### src/rtl/region_scan_selector_pkg.sv
// Shared definitions for the region scan selector: cursor state encoding
// and width helpers used to size the select and counter buses.
package region_scan_pkg;

  typedef enum logic [1:0] {
    CUR_NONE = 2'd0,
    CUR_ON   = 2'd1,
    CUR_OFF  = 2'd2
  } cursor_state_e;

  function automatic int clog2(input int v);
    int r;
    r = 0;
    while ((1 << r) < v) r++;
    return r;
  endfunction

  // A single-region grid still needs a 1-bit select bus.
  function automatic int sel_width(input int nreg);
    return (nreg <= 1) ? 1 : clog2(nreg);
  endfunction

endpackage

### src/rtl/region_scan_selector_prescaler.sv
// Modulo-DIV free-running counter; tick_o is high during the terminal count.
module scan_prescaler
  import region_scan_pkg::*;
#(
  parameter int DIV = 1000
) (
  input  logic clk_i,
  input  logic rst_i,
  output logic tick_o
);

  localparam int CW = sel_width(DIV);

  logic [CW-1:0] cnt_q, cnt_d;

  always_comb begin
    tick_o = (cnt_q == CW'(DIV - 1));
    cnt_d  = tick_o ? '0 : cnt_q + 1'b1;
  end

  always_ff @(posedge clk_i) begin
    if (rst_i) cnt_q <= '0;
    else       cnt_q <= cnt_d;
  end

endmodule

### src/rtl/region_scan_selector.sv
// Maps a matrix coordinate to a region index, scans all regions for the
// demux select and flags the selected region with a blinking cursor.
module region_scan_selector
  import region_scan_pkg::*;
#(
  parameter int COORD_W    = 3,
  parameter int RGN_W_LOG2 = 2,
  parameter int RGN_H_LOG2 = 2,
  parameter int REGIONS_X  = 2,
  parameter int REGIONS_Y  = 2,
  parameter int SCAN_DIV   = 1000,
  parameter int BLINK_DIV  = 25
) (
  input  logic                                          clk,
  input  logic                                          rst,
  input  logic [COORD_W-1:0]                            col_in,
  input  logic [COORD_W-1:0]                            row_in,
  input  logic                                          coord_valid,
  input  logic                                          clear,
  input  logic                                          blink_en,
  output logic [sel_width(REGIONS_X*REGIONS_Y)-1:0]     dmx_sel,
  output logic                                          scan_tick,
  output logic [sel_width(REGIONS_X*REGIONS_Y)-1:0]     region_idx,
  output logic                                          region_valid,
  output logic                                          out_of_range,
  output logic                                          cursor_on
);

  localparam int NREG  = REGIONS_X * REGIONS_Y;
  localparam int SEL_W = sel_width(NREG);
  localparam int PW    = SEL_W + COORD_W;
  localparam int FW    = sel_width(BLINK_DIV + 1);

  cursor_state_e state_q;
  logic [SEL_W-1:0] dmx_q, idx_q, region_d;
  logic [FW-1:0]    frame_q, frame_d;
  logic [COORD_W-1:0] rx, ry;
  logic oor_q, in_range, load_ok, frame_done, blink_due;

  scan_prescaler #(.DIV(SCAN_DIV)) u_prescaler (
    .clk_i (clk),
    .rst_i (rst),
    .tick_o(scan_tick)
  );

  always_comb begin
    rx         = col_in >> RGN_W_LOG2;
    ry         = row_in >> RGN_H_LOG2;
    in_range   = (32'(rx) < 32'(REGIONS_X)) && (32'(ry) < 32'(REGIONS_Y));
    region_d   = SEL_W'(PW'(ry) * PW'(REGIONS_X) + PW'(rx));
    load_ok    = coord_valid && in_range;
    frame_done = scan_tick && (dmx_q == SEL_W'(NREG - 1));
    // Frame count saturates so a long steady phase still blinks promptly once enabled.
    frame_d    = (frame_done && frame_q != FW'(BLINK_DIV)) ? frame_q + 1'b1 : frame_q;
    blink_due  = (frame_d == FW'(BLINK_DIV));
  end

  always_ff @(posedge clk) begin
    if (rst) begin
      dmx_q   <= '0;
      idx_q   <= '0;
      oor_q   <= 1'b0;
      frame_q <= '0;
      state_q <= CUR_NONE;
    end else begin
      oor_q <= coord_valid && !clear && !in_range;
      if (scan_tick) dmx_q <= (dmx_q == SEL_W'(NREG - 1)) ? '0 : dmx_q + 1'b1;

      if (clear) begin
        state_q <= CUR_NONE;
        frame_q <= '0;
      end else if (load_ok) begin
        state_q <= CUR_ON;
        frame_q <= '0;
        idx_q   <= region_d;
      end else begin
        unique case (state_q)
          CUR_ON: begin
            if (blink_en && blink_due) begin
              state_q <= CUR_OFF;
              frame_q <= '0;
            end else begin
              frame_q <= frame_d;
            end
          end
          CUR_OFF: begin
            if (!blink_en || blink_due) begin
              state_q <= CUR_ON;
              frame_q <= '0;
            end else begin
              frame_q <= frame_d;
            end
          end
          default: frame_q <= frame_q;
        endcase
      end
    end
  end

  always_comb begin
    dmx_sel      = dmx_q;
    region_idx   = idx_q;
    region_valid = (state_q != CUR_NONE);
    out_of_range = oor_q;
    cursor_on    = (state_q == CUR_ON) && (dmx_q == idx_q);
  end

endmodule
### config.mk
export PLATFORM = sky130hd
export DESIGN_NAME = region_scan_selector
export DESIGN_NICKNAME = d
export VERILOG_FILES = /design/src/rtl/region_scan_selector_pkg.sv /design/src/rtl/region_scan_selector_prescaler.sv /design/src/rtl/region_scan_selector.sv
export SDC_FILE = /design/constraint.sdc
export NUM_CORES = 1
export LEC_CHECK = 0
export BUFFER_PORTS_ARGS = -buffer_cell sky130_fd_sc_hd__buf_2
export CAP_MARGIN = 20
export CELL_PAD_IN_SITES_DETAIL_PLACEMENT = 2
export CELL_PAD_IN_SITES_GLOBAL_PLACEMENT = 2
export CORE_ASPECT_RATIO = 0.5
export CORE_MARGIN = 4
export CORE_UTILIZATION = 29
export CTS_BUF_LIST = sky130_fd_sc_hd__clkbuf_16
export DETAILED_ROUTE_END_ITERATION = 8
export PLACE_DENSITY_LB_ADDON = 0.08
export SLEW_MARGIN = 20
export SYNTH_ARGS = -nofsm -noshare
export SYNTH_HDL_FRONTEND = slang
export SYNTH_SLANG_ARGS = --single-unit
### constraint.sdc
create_clock -name clk -period 2 [get_ports clk]
set_input_delay 0.1 -clock clk [delete_from_list [all_inputs] [get_ports clk]]
set_output_delay 0.1 -clock clk [all_outputs]
set_load 0.01 [all_outputs]
# == Yosys cells after proc, flatten, opt, wreduce, memory -nomap -nowiden ==
# Index checks and enable logic that the tools add are counted.
# word_totals
input_bits,11
elab_cells,55
output_inout_bits,8
regBits,22
# op_classes
n_lt_le_gt_ge,2
mux,9
eq_ne,11
n_bitwise,1
reduce_logical,21
add_sub_neg,4
# ops
op,count
2-to-1 mux 5 bit,3
"adder 10 x 1 -> 10 bit, second input constant",1
"== test 10 bit, second input constant",1
case mux 5 bit (2 select lines),1
logical AND 1 bit,8
2-to-1 mux 2 bit,3
"!= test 3 bit, second input constant",2
AND reduction 3 bit,2
"adder 5 x 1 -> 5 bit, second input constant",1
"== test 5 bit, second input constant",1
"!= test 5 bit, second input constant",1
"== test 2 bit, second input constant",2
"less-than comparator 1 x 2 -> 1 bit, second input constant",2
"!= test 2 bit, second input constant",2
case mux 2 bit (2 select lines),1
nonzero test 2 bit,2
OR reduction 2 bit,2
logical NOT 1 bit,3
nonzero test 3 bit,1
OR reduction 3 bit,1
adder 2 x 1 -> 2 bit,1
"adder 2 x 1 -> 2 bit, second input constant",1
"== test 2 x 1 -> 1 bit, second input constant",1
== test 2 bit,1
other kinds (4),4

# == Depth between registers and ports, before layout ==
# Gate-level depths: netlist of run 1.
# depth
ltp_word,9
depth_mapped,8

# == By module ==
# A second synthesis of run 1 with hierarchy kept.
# hier_totals
hier_cells,154
area_unflattened_um2,1283.7
# by_module_without_submodules
module,seq_area_each_um2,cells_per_inst,instances,area_per_inst_um2
region_scan_selector,220.2,98,1,793.3
scan_prescaler,200.2,56,1,490.5

# == Least setup slack after synthesis of run 1 ==
# OpenSTA, ideal clock, no wires.
# synth_timing
kind,reg-to-reg
from,register frame_q[1]
to,register state_q[0]
stages_incl_launch_ff,9
slack_ns,-0.199
arrival_ns,2.096
setup_time_ns,0.103
path_cell_list,dfxtp_1 inv_1 ha_1 and4b_1 nor4_2 mux2i_1 nand2_2 mux2i_1 a2111oi_2
# synth_via
elab_chain_len,7
# synth_lines
element,line,source
"start, declared",region_scan_selector.sv:36,"logic [FW-1:0] frame_q, frame_d;"
"start signal, assigned",region_scan_selector.sv:83,frame_q <= frame_d;
"start signal, assigned",region_scan_selector.sv:91,frame_q <= frame_d;
"start signal, assigned",region_scan_selector.sv:94,default: frame_q <= frame_q;
branches (longest 2 deep; another with adder 5 x 1 -> 5 bit),--,
2-to-1 mux 5 bit *,region_scan_selector.sv:54,frame_d = (frame_done && frame_q != FW'(BLINK_DIV)) ? frame_q + 1'b1 : frame_q;
== test 5 bit *,region_scan_selector.sv:55,blink_due = (frame_d == FW'(BLINK_DIV));
logical OR 1 bit / logical AND 1 bit (equally long branches),"region_scan_selector.sv:87, region_scan_selector.sv:79",
!= test 3 bit (no source line),--,
AND reduction 3 bit (no source line) *,--,
"end signal, assigned",region_scan_selector.sv:64,state_q <= CUR_NONE;
"end signal, assigned",region_scan_selector.sv:70,state_q <= CUR_NONE;
"end signal, assigned",region_scan_selector.sv:88,state_q <= CUR_ON;
"end, declared",region_scan_selector.sv:34,cursor_state_e state_q;
# Mark *: on every way between the ends.
# A chain may end at the register's enable or synchronous reset.

# == Final worst setup path of run 1 ==
# layout_timing
from,register u_prescaler.cnt_q[4]
to,register frame_q[1]
# layout_via
elab_chain_len,8
# layout_lines
element,line,source
"start, declared",region_scan_selector_prescaler.sv:14,"logic [CW-1:0] cnt_q, cnt_d;"
"start signal, assigned",region_scan_selector_prescaler.sv:23,else cnt_q <= cnt_d;
== test 10 bit *,region_scan_selector_prescaler.sv:17,tick_o = (cnt_q == CW'(DIV - 1));
logical AND 1 bit *,region_scan_selector.sv:52,frame_done = scan_tick && (dmx_q == SEL_W'(NREG - 1));
logical AND 1 bit *,region_scan_selector.sv:54,
2-to-1 mux 5 bit *,region_scan_selector.sv:54,
== test 5 bit,region_scan_selector.sv:55,
logical OR 1 bit / logical AND 1 bit (equally long branches),"region_scan_selector.sv:87, region_scan_selector.sv:79",
"2-to-1 mux 5 bit, on equally long branches","region_scan_selector.sv:87, region_scan_selector.sv:79",
case mux 5 bit (2 select lines) *,region_scan_selector.sv:77,unique case (state_q)
# Every way passes the cells marked *; elsewhere a longest branch is shown, timed or not.

==> impl_metrics.csv, run 1 <==
group,metric,value,unit
run_status,run_status,"complete, but fails checks",
run_status,violations,"setup timing",
drt,firstDrtPassIters,4,
die,die_h,53.91,microns
die,die_w,99.82,microns
clocking,clkTransAtPathRegs,0.06,ns
yosys,synth_edf_count,0,
clocking,cts-buffers-inserted,3,
yosys,syn-num-nets,163,
yosys,async_flop_share,0,
power_and_ir_drop,pwr-share-seq,0.455,
placement,port_buffers,13,
timing,finalCriticalPeriod,2.123,ns
critical_path,r2r_start,"u_prescaler.cnt_q[4]",
timing,grt_setup_unrepaired,"yes",
yosys,synth-seq-cells,21,
clocking,clk_path_buf_depth,2,
critical_path,critPathCaptureType,"flop",
critical_path,cp_data_arrival_time,2.28,ns
yosys,synth_cell_types,41,
global_routing,track_usage,0.1599,
timing,slew_viol_final,0,
critical_path,cp.required,2.16,ns
layout,finalNetCount,206,
clocking,htreeDepth,1,
critical_path,reg2reg_setup_slack,-0.12,ns
power_and_ir_drop,p_comb_frac,0.077,
layout,fin_cells,241,
yosys,synth_top_cell_by_area,"dfxtp_1",
layout,drive_above_1_share,0.4118,
die,start_util,0.3068,
yosys,synth_area,1222,sq um
yosys,synth_common_cells,"dfxtp_1 (21), nor2_1 (16), nand2_1 (12)",
yosys,synth_flop_cell,"dfxtp_1",
global_routing,grt_max_degree,14,
layout,antennaDiodeCount,0,
critical_path,critPathMaxFanout,4,
drt,drcViolationCount,0,
critical_path,path_class,"flop to flop",
critical_path,worst_setup_path_start_kind,"flop",
timing,setup_viol,6,
yosys,avgSynthCellArea,8.430,sq um
worst_hold_path,holdPathEnd,"state_q[0]",
timing,tns,-0.4839,ns
yosys,yosysWarnings,0,
clocking,cts-root-buf,"clkbuf_16",
worst_hold_path,hold_depth,2,
placement,preCtsSetupSlack,-0.1703,ns
placement,dpl.cell_count,231,
die,core,3984,sq um
power_and_ir_drop,pwr_density_cell,545.6,nW/um^2
critical_path,worstReg2RegEnd,"frame_q[1]",
drt,num_vias,1205,
yosys,synth_top_area_frac,0.3439,
drt,wl_per_cell,16.33,microns
yosys,synthTopCellsByArea,"dfxtp_1 (34%), ha_1 (7.2%), mux2i_1 (5.7%), nor2_1 (4.9%), xnor2_1 (4.3%)",
clocking,cts_tree,"done",
power_and_ir_drop,p_clk_frac,0.467,
timing,hold_viol,0,
drt,drtIter0Drc,13,
drt,postRouteAntennaNets,0,
global_routing,antenna_found_initial,0,
worst_hold_path,min-delay-start,"clear",
global_routing,grt_overflow,0,
clocking,insertion_delay,0.26,ns
yosys,synth_most_common_cell,"dfxtp_1",
timing,fmax,471.0,MHz
job,drv_cap,0,
placement,dp_hpwl,2947,microns
critical_path,r2r_cells,7,
clocking,cts_sinks,21,
die,fp-row-count,16,
layout,final_core_util,0.4378,
drt,drt-vias-per-instance,5.000,
power_and_ir_drop,netSwitchingFraction,0.2343,
clocking,cts_hold_buf,0,
yosys,netlist_instances,145,
timing,timing.final.crit_share,1.062,
layout,syn2layout_area_growth,42.68,%
power_and_ir_drop,ir_drop,357.1,uV
die,die-area,5381,sq um
drt,totalWireLength,3935,microns
power_and_ir_drop,p_int,728.6,uW
power_and_ir_drop,p_switching,222.9,uW
worst_hold_path,hold_path.class,"input port to flop",
layout,fill_cells,460,
global_routing,grt_pass1_vias,1312,
timing,fin_skew,0.002457,ns
power_and_ir_drop,p_leak,0.6828,nW
global_routing,grt_pass1_wl,6541,microns
die,num_io_pins,19,
placement,place_congestion,0.7240,
timing,setup_ws,-0.1233,ns
yosys,ys_seq_area_frac,0.3439,
==> flip-flops by register name, summed over array words and instances (netlist names) <==
| register | flops |
|---|---|
| u_prescaler.cnt_q | 10 |
| frame_q | 5 |
| dmx_sel | 2 |
| region_idx | 2 |
| state_q | 2 |
==> stage by stage <==
stage	hold slack, ns	power (mW)	cell area (sq um)
after floorplan	0.1689	0.4790	1250
after global placement	0.3080	0.5065	1540
after detailed placement	0.3293	0.5104	1540
after CTS	0.05702	0.9614	1697
after global routing	0.06086	0.9980	1744
final	0.05854	0.9515	1744
==> critical path, cell delays in order (launching register included) <==
cell      delay (ns)
dfxtp_2         0.32
or3b_4          0.42
or4_4           0.42
a32o_2          0.29
nand2_2         0.09
o211ai_1        0.10
buf_4           0.17
o32ai_2         0.20
==> power by group through the flow <==
stage | sequential [mW] | clock (mW) | combinational [mW]
floorplan | 0.441 | 0 | 0.0383
global placement | 0.439 | 0 | 0.0672
detailed placement | 0.440 | 0 | 0.0704
CTS | 0.432 | 0.458 | 0.0724
global route | 0.434 | 0.480 | 0.0838
finish | 0.433 | 0.445 | 0.0737
==> cell families (layout without fill, tap and decap cells) <==
family,Yosys count,after routing,synth area share
buffers and inverters,12,54,0.03993
flip-flops,21,21,0.3439
adder cells (fa/ha/maj),7,7,0.07164
other,1,1,0.003068
XOR/XNOR,10,10,0.07164
AO/OA/AOI/OAI,22,22,0.1300
AND/OR/NAND/NOR,65,65,0.2825
multiplexers,7,7,0.05732
==> metal layers <==
layer | share of wire | routed length, microns | up-vias | global-route usage
met1 | 0.48 | 1887 | 592 | 0.1910
li1 | - | - | 603 | -
met4 | 0.0020 | 8 | 0 | 0.01361
met3 | 0.022 | 87 | 2 | 0.03881
met5 | 0 | 0 | - | 0
met2 | 0.50 | 1952 | 8 | 0.3079
==> final cells by class <==
type                            instances  area, sq um  area share
Timing Repair Buffer                   43        294.0      0.1686
Tap cell                               54        67.56     0.03874
Clock inverter                          1        6.256    0.003587
Inverter                                7        26.28     0.01506
Sequential cell                        21        434.2      0.2489
Clock buffer                            3        75.07     0.04304
Multi-Input combinational cell        112        840.8      0.4821
==> cell usage in the layout, fill, tap and decap left out, drive strengths merged, types with 4 or more instances in the layout <==
cell type and instances:
a21oi 6, xor2 4, inv 8, buf 43, nor2 16, or3 4, dfxtp 21, ha 7
nor3 5, mux2i 7, nand3 5, nand2 13, nand4 7, xnor2 6
==> repair_timing <==
item                       4_1_cts  5_1_grt
setup endpoints to repair        6        6
pin swaps                        3        3
setup buffers                    4        2
resized for setup               10        6
==> how the worst max path moves through the flow <==
stage / from / endpoint / slack, ns
after global placement: u_prescaler.cnt_q[9] / frame_q[1] / -0.14
after global routing: dmx_sel[0] / frame_q[1] / -0.22
after CTS: u_prescaler.cnt_q[4] / frame_q[1] / -0.14
after detailed placement: u_prescaler.cnt_q[9] / frame_q[1] / -0.17
final: u_prescaler.cnt_q[4] / frame_q[1] / -0.12
after floorplan: frame_q[1] / state_q[0] / -0.01
(Power assumes the default switching activity.)
==> run 2: changes to the inputs <==
--- a/config.mk
+++ b/config.mk
@@ -5,17 +5,19 @@
 export SDC_FILE = /design/constraint.sdc
 export NUM_CORES = 1
 export LEC_CHECK = 0
+export ABC_AREA = 1
 export BUFFER_PORTS_ARGS = -buffer_cell sky130_fd_sc_hd__buf_2
 export CAP_MARGIN = 20
 export CELL_PAD_IN_SITES_DETAIL_PLACEMENT = 2
 export CELL_PAD_IN_SITES_GLOBAL_PLACEMENT = 2
 export CORE_ASPECT_RATIO = 0.5
 export CORE_MARGIN = 4
-export CORE_UTILIZATION = 29
+export CORE_UTILIZATION = 27
 export CTS_BUF_LIST = sky130_fd_sc_hd__clkbuf_16
 export DETAILED_ROUTE_END_ITERATION = 8
 export PLACE_DENSITY_LB_ADDON = 0.08
 export SLEW_MARGIN = 20
 export SYNTH_ARGS = -nofsm -noshare
 export SYNTH_HDL_FRONTEND = slang
+export SYNTH_HIERARCHICAL = 1
 export SYNTH_SLANG_ARGS = --single-unit
==> impl_metrics.csv, run 2 <==
group,metric,value,unit
worst_hold_path,min-delay-start,"rst",
layout,final_common_cell,"nand2_1",
timing,finalCriticalPeriod,1.910,ns
yosys,post_synth_fa_ha_maj_area_fraction,0.07021,
layout,finalNetCount,226,
power_and_ir_drop,ir_drop,381.4,uV
yosys,synth_cell_types,26,
yosys,synth_mux_area_frac,0,
layout,regMostFlops,"u_prescaler/cnt_q",
global_routing,track_usage,0.1235,
drt,num_vias,1213,
clocking,cts_sinks,21,
timing,timing.final.crit_share,0.9552,
placement,port_buffers,13,
power_and_ir_drop,pwr-share-seq,0.466,
clocking,clkTransAtPathRegs,0.06,ns
job,drv_cap,0,
clocking,insertion_delay,0.25,ns
yosys,synthTopCellsByArea,"dfxtp_1 (34%), nand2_1 (13%), inv_1 (7.2%), nor2_1 (7.2%), ha_1 (7.0%)",
critical_path,reg2reg_setup_slack,0.09,ns
yosys,synth_top_area_frac,0.3370,
critical_path,path_class,"flop to flop",
drt,drtIter0Drc,20,
timing,setup_viol,0,
critical_path,cp_data_arrival_time,2.10,ns
global_routing,grt_overflow,0,
yosys,synth_flop_cell,"dfxtp_1",
layout,layout_common_cells,"nand2_1 (39), inv_1 (22), nor2_1 (21), dfxtp_1 (17), buf_2 (13)",
power_and_ir_drop,p_clk_frac,0.456,
layout,antennaDiodeCount,0,
timing,fin_skew,0.001961,ns
clocking,cts_tree,"done",
power_and_ir_drop,p_leak,0.6615,nW
power_and_ir_drop,p_comb_frac,0.078,
yosys,syn-num-nets,200,
drt,drt-vias-per-instance,4.595,
worst_hold_path,holdPathEnd,"dmx_sel[0]",
drt,wl_per_cell,12.61,microns
power_and_ir_drop,netSwitchingFraction,0.2223,
layout,syn2layout_area_growth,27.88,%
power_and_ir_drop,pwr_density_cell,586.4,nW/um^2
drt,postRouteAntennaNets,0,
critical_path,path_cells,"ha_4 -> inv_2 -> nor2_2 -> nand3_2 -> inv_4 -> nand2_2 -> clkinv_2 -> nand2_4 -> nand2_2 -> nand3_2 -> nor2_1 -> nand2_1 -> nand2_2 -> nand2_2 -> nand2_1 -> nand2_1 -> a21oi_2",
global_routing,grt_max_degree,13,
placement,preCtsSetupSlack,-0.04781,ns
power_and_ir_drop,p_switching,207.9,uW
die,die_w,104.1,microns
yosys,synthSimpleGateAreaFrac,0.3591,
yosys,synth-seq-cells,21,
yosys,avgSynthCellArea,6.854,sq um
yosys,synth_common_cells,"nand2_1 (44), inv_1 (24), nor2_1 (24)",
critical_path,r2r_start,"u_prescaler/cnt_q[1]",
timing,setup_ws,0.08958,ns
yosys,synth_top_family_by_area,"simple AND/OR/NAND/NOR gates",
critical_path,slowest_delay,0.35,ns
yosys,synth_most_common_cell,"nand2_1",
clocking,cts-root-buf,"clkbuf_16",
timing,holdWs,0.02894,ns
yosys,yosys.area_share.xor_xnor,0.03511,
global_routing,grt_pass1_wl,5975,microns
run_status,run_status,"completed",
clocking,clk_path_buf_depth,2,
worst_hold_path,hold_depth,2,
die,die_h,56.07,microns
drt,drcViolationCount,0,
power_and_ir_drop,p_int,727.5,uW
yosys,synth_top_cell_by_area,"dfxtp_1",
critical_path,slowest_stage,"dfxtp_2",
layout,reg_top3,"u_prescaler/cnt_q (10), frame_q (5)",
critical_path,r2r_cells,17,
critical_path,crit_top_cell,"nand2_2",
critical_path,worst_setup_path_start_kind,"flop",
die,start_util,0.2820,
drt,firstDrtPassIters,3,
drt,totalWireLength,3330,microns
global_routing,grt_pass1_vias,1310,
yosys,netlist_instances,182,
die,fp-row-count,17,
critical_path,worstReg2RegEnd,"state_q[0]",
global_routing,antenna_found_initial,0,
critical_path,critPathCaptureType,"flop",
critical_path,critPathMaxFanout,5,
layout,largest_reg_flops,10,
yosys,synth_edf_count,0,
yosys,synth_compound_area_frac,0.09930,
yosys,async_flop_share,0,
die,num_io_pins,19,
clocking,cts-buffers-inserted,3,
yosys,synth_area,1247,sq um
yosys,yosysWarnings,6,
timing,grt_setup_unrepaired,"yes",
placement,dp_hpwl,2578,microns
yosys,ys_seq_area_frac,0.3370,
layout,drive_above_1_share,0.3043,
die,core,4424,sq um
timing,fmax,523.4,MHz
worst_hold_path,hold_path.class,"input port to flop",
clocking,htreeDepth,1,
timing,hold_viol,0,
critical_path,cp.required,2.19,ns
timing,slew_viol_final,0,
die,die-area,5838,sq um
placement,place_congestion,0.6580,
-- run 2: changes by cell type in the layout (fill, tap and decap cells not counted), sizes merged, moves of 7 or more --
cell   delta
nor2     +11
inv      +18
mux2i     -7
nand2    +38
a21oi     +8
nand3     +8
buf      -20
-- run 2: cell type report --
type / count / area [sq um]
Tap cell: 57 / 71.32
Clock inverter: 1 / 5.005
Sequential cell: 21 / 425.4
Inverter: 28 / 108.9
Timing Repair Buffer: 23 / 143.9
Multi-Input combinational cell: 131 / 765.7
Clock buffer: 3 / 75.07
Fill cell: 555 / 2829
-- run 2: worst max-delay path by stage --
stage                     depth (start not counted)                  from         end
after detailed placement                         15  u_prescaler/cnt_q[0]  frame_q[2]
final                                            17  u_prescaler/cnt_q[1]  state_q[0]
after global placement                           16  u_prescaler/cnt_q[0]  state_q[0]
after floorplan                                  17  u_prescaler/cnt_q[0]  state_q[0]
after CTS                                        16  u_prescaler/cnt_q[0]  state_q[0]
after global routing                             16  u_prescaler/cnt_q[4]  state_q[0]
-- run 2: cells by family after synthesis --
family	count (synthesis)
compound gates	22
other cells	1
simple gates	96
xor+xnor	5
buf+inv	30
flops	21
fa+ha+maj	7
-- run 2: routing by layer --
metal  track usage  share of wire  wire length, microns
met3       0.03129          0.020                    66
met5             0              0                     0
met1        0.1419           0.44                  1456
met2        0.2401           0.54                  1794
met4       0.01136         0.0036                    12
-- run 2: timing repair --
action,4_1_cts,5_1_grt
hold buffers,0,0
setup endpoints to repair,7,7
setup buffers,2,0
pin swaps,1,9
gates resized for setup,5,19
-- run 2: power by group through the flow --
| stage | clock network [mW] | logic [mW] | registers [mW] |
|---|---|---|---|
| finish | 0.426 | 0.0731 | 0.436 |
| global route | 0.465 | 0.0859 | 0.438 |
| CTS | 0.442 | 0.0726 | 0.433 |
| detailed placement | 0 | 0.0708 | 0.443 |
| global placement | 0 | 0.0688 | 0.442 |
| floorplan | 0 | 0.0378 | 0.444 |
-- run 2: critical path: cells and delay by family (launching register included) --
| family | cells | cell delay (ns) |
|---|---|---|
| simple gates | 12 | 1.02 |
| flops | 1 | 0.35 |
| buf+inv | 3 | 0.21 |
| fa+ha+maj | 1 | 0.14 |
| compound gates | 1 | 0.12 |
-- run 2: metrics by stage --
step                utilization  setup TNS [ns]  std cells  power, mW  instance area [sq um]
global placement         0.3230       -0.005025        258     0.5109                   1429
floorplan                     -               0        182     0.4820                   1247
detailed placement       0.3230         -0.2668        258     0.5135                   1429
CTS                      0.3479               0        264     0.9478                   1539
global route             0.3606         -0.3426        264     0.9883                   1595
finish                   0.3606               0        264     0.9354                   1595
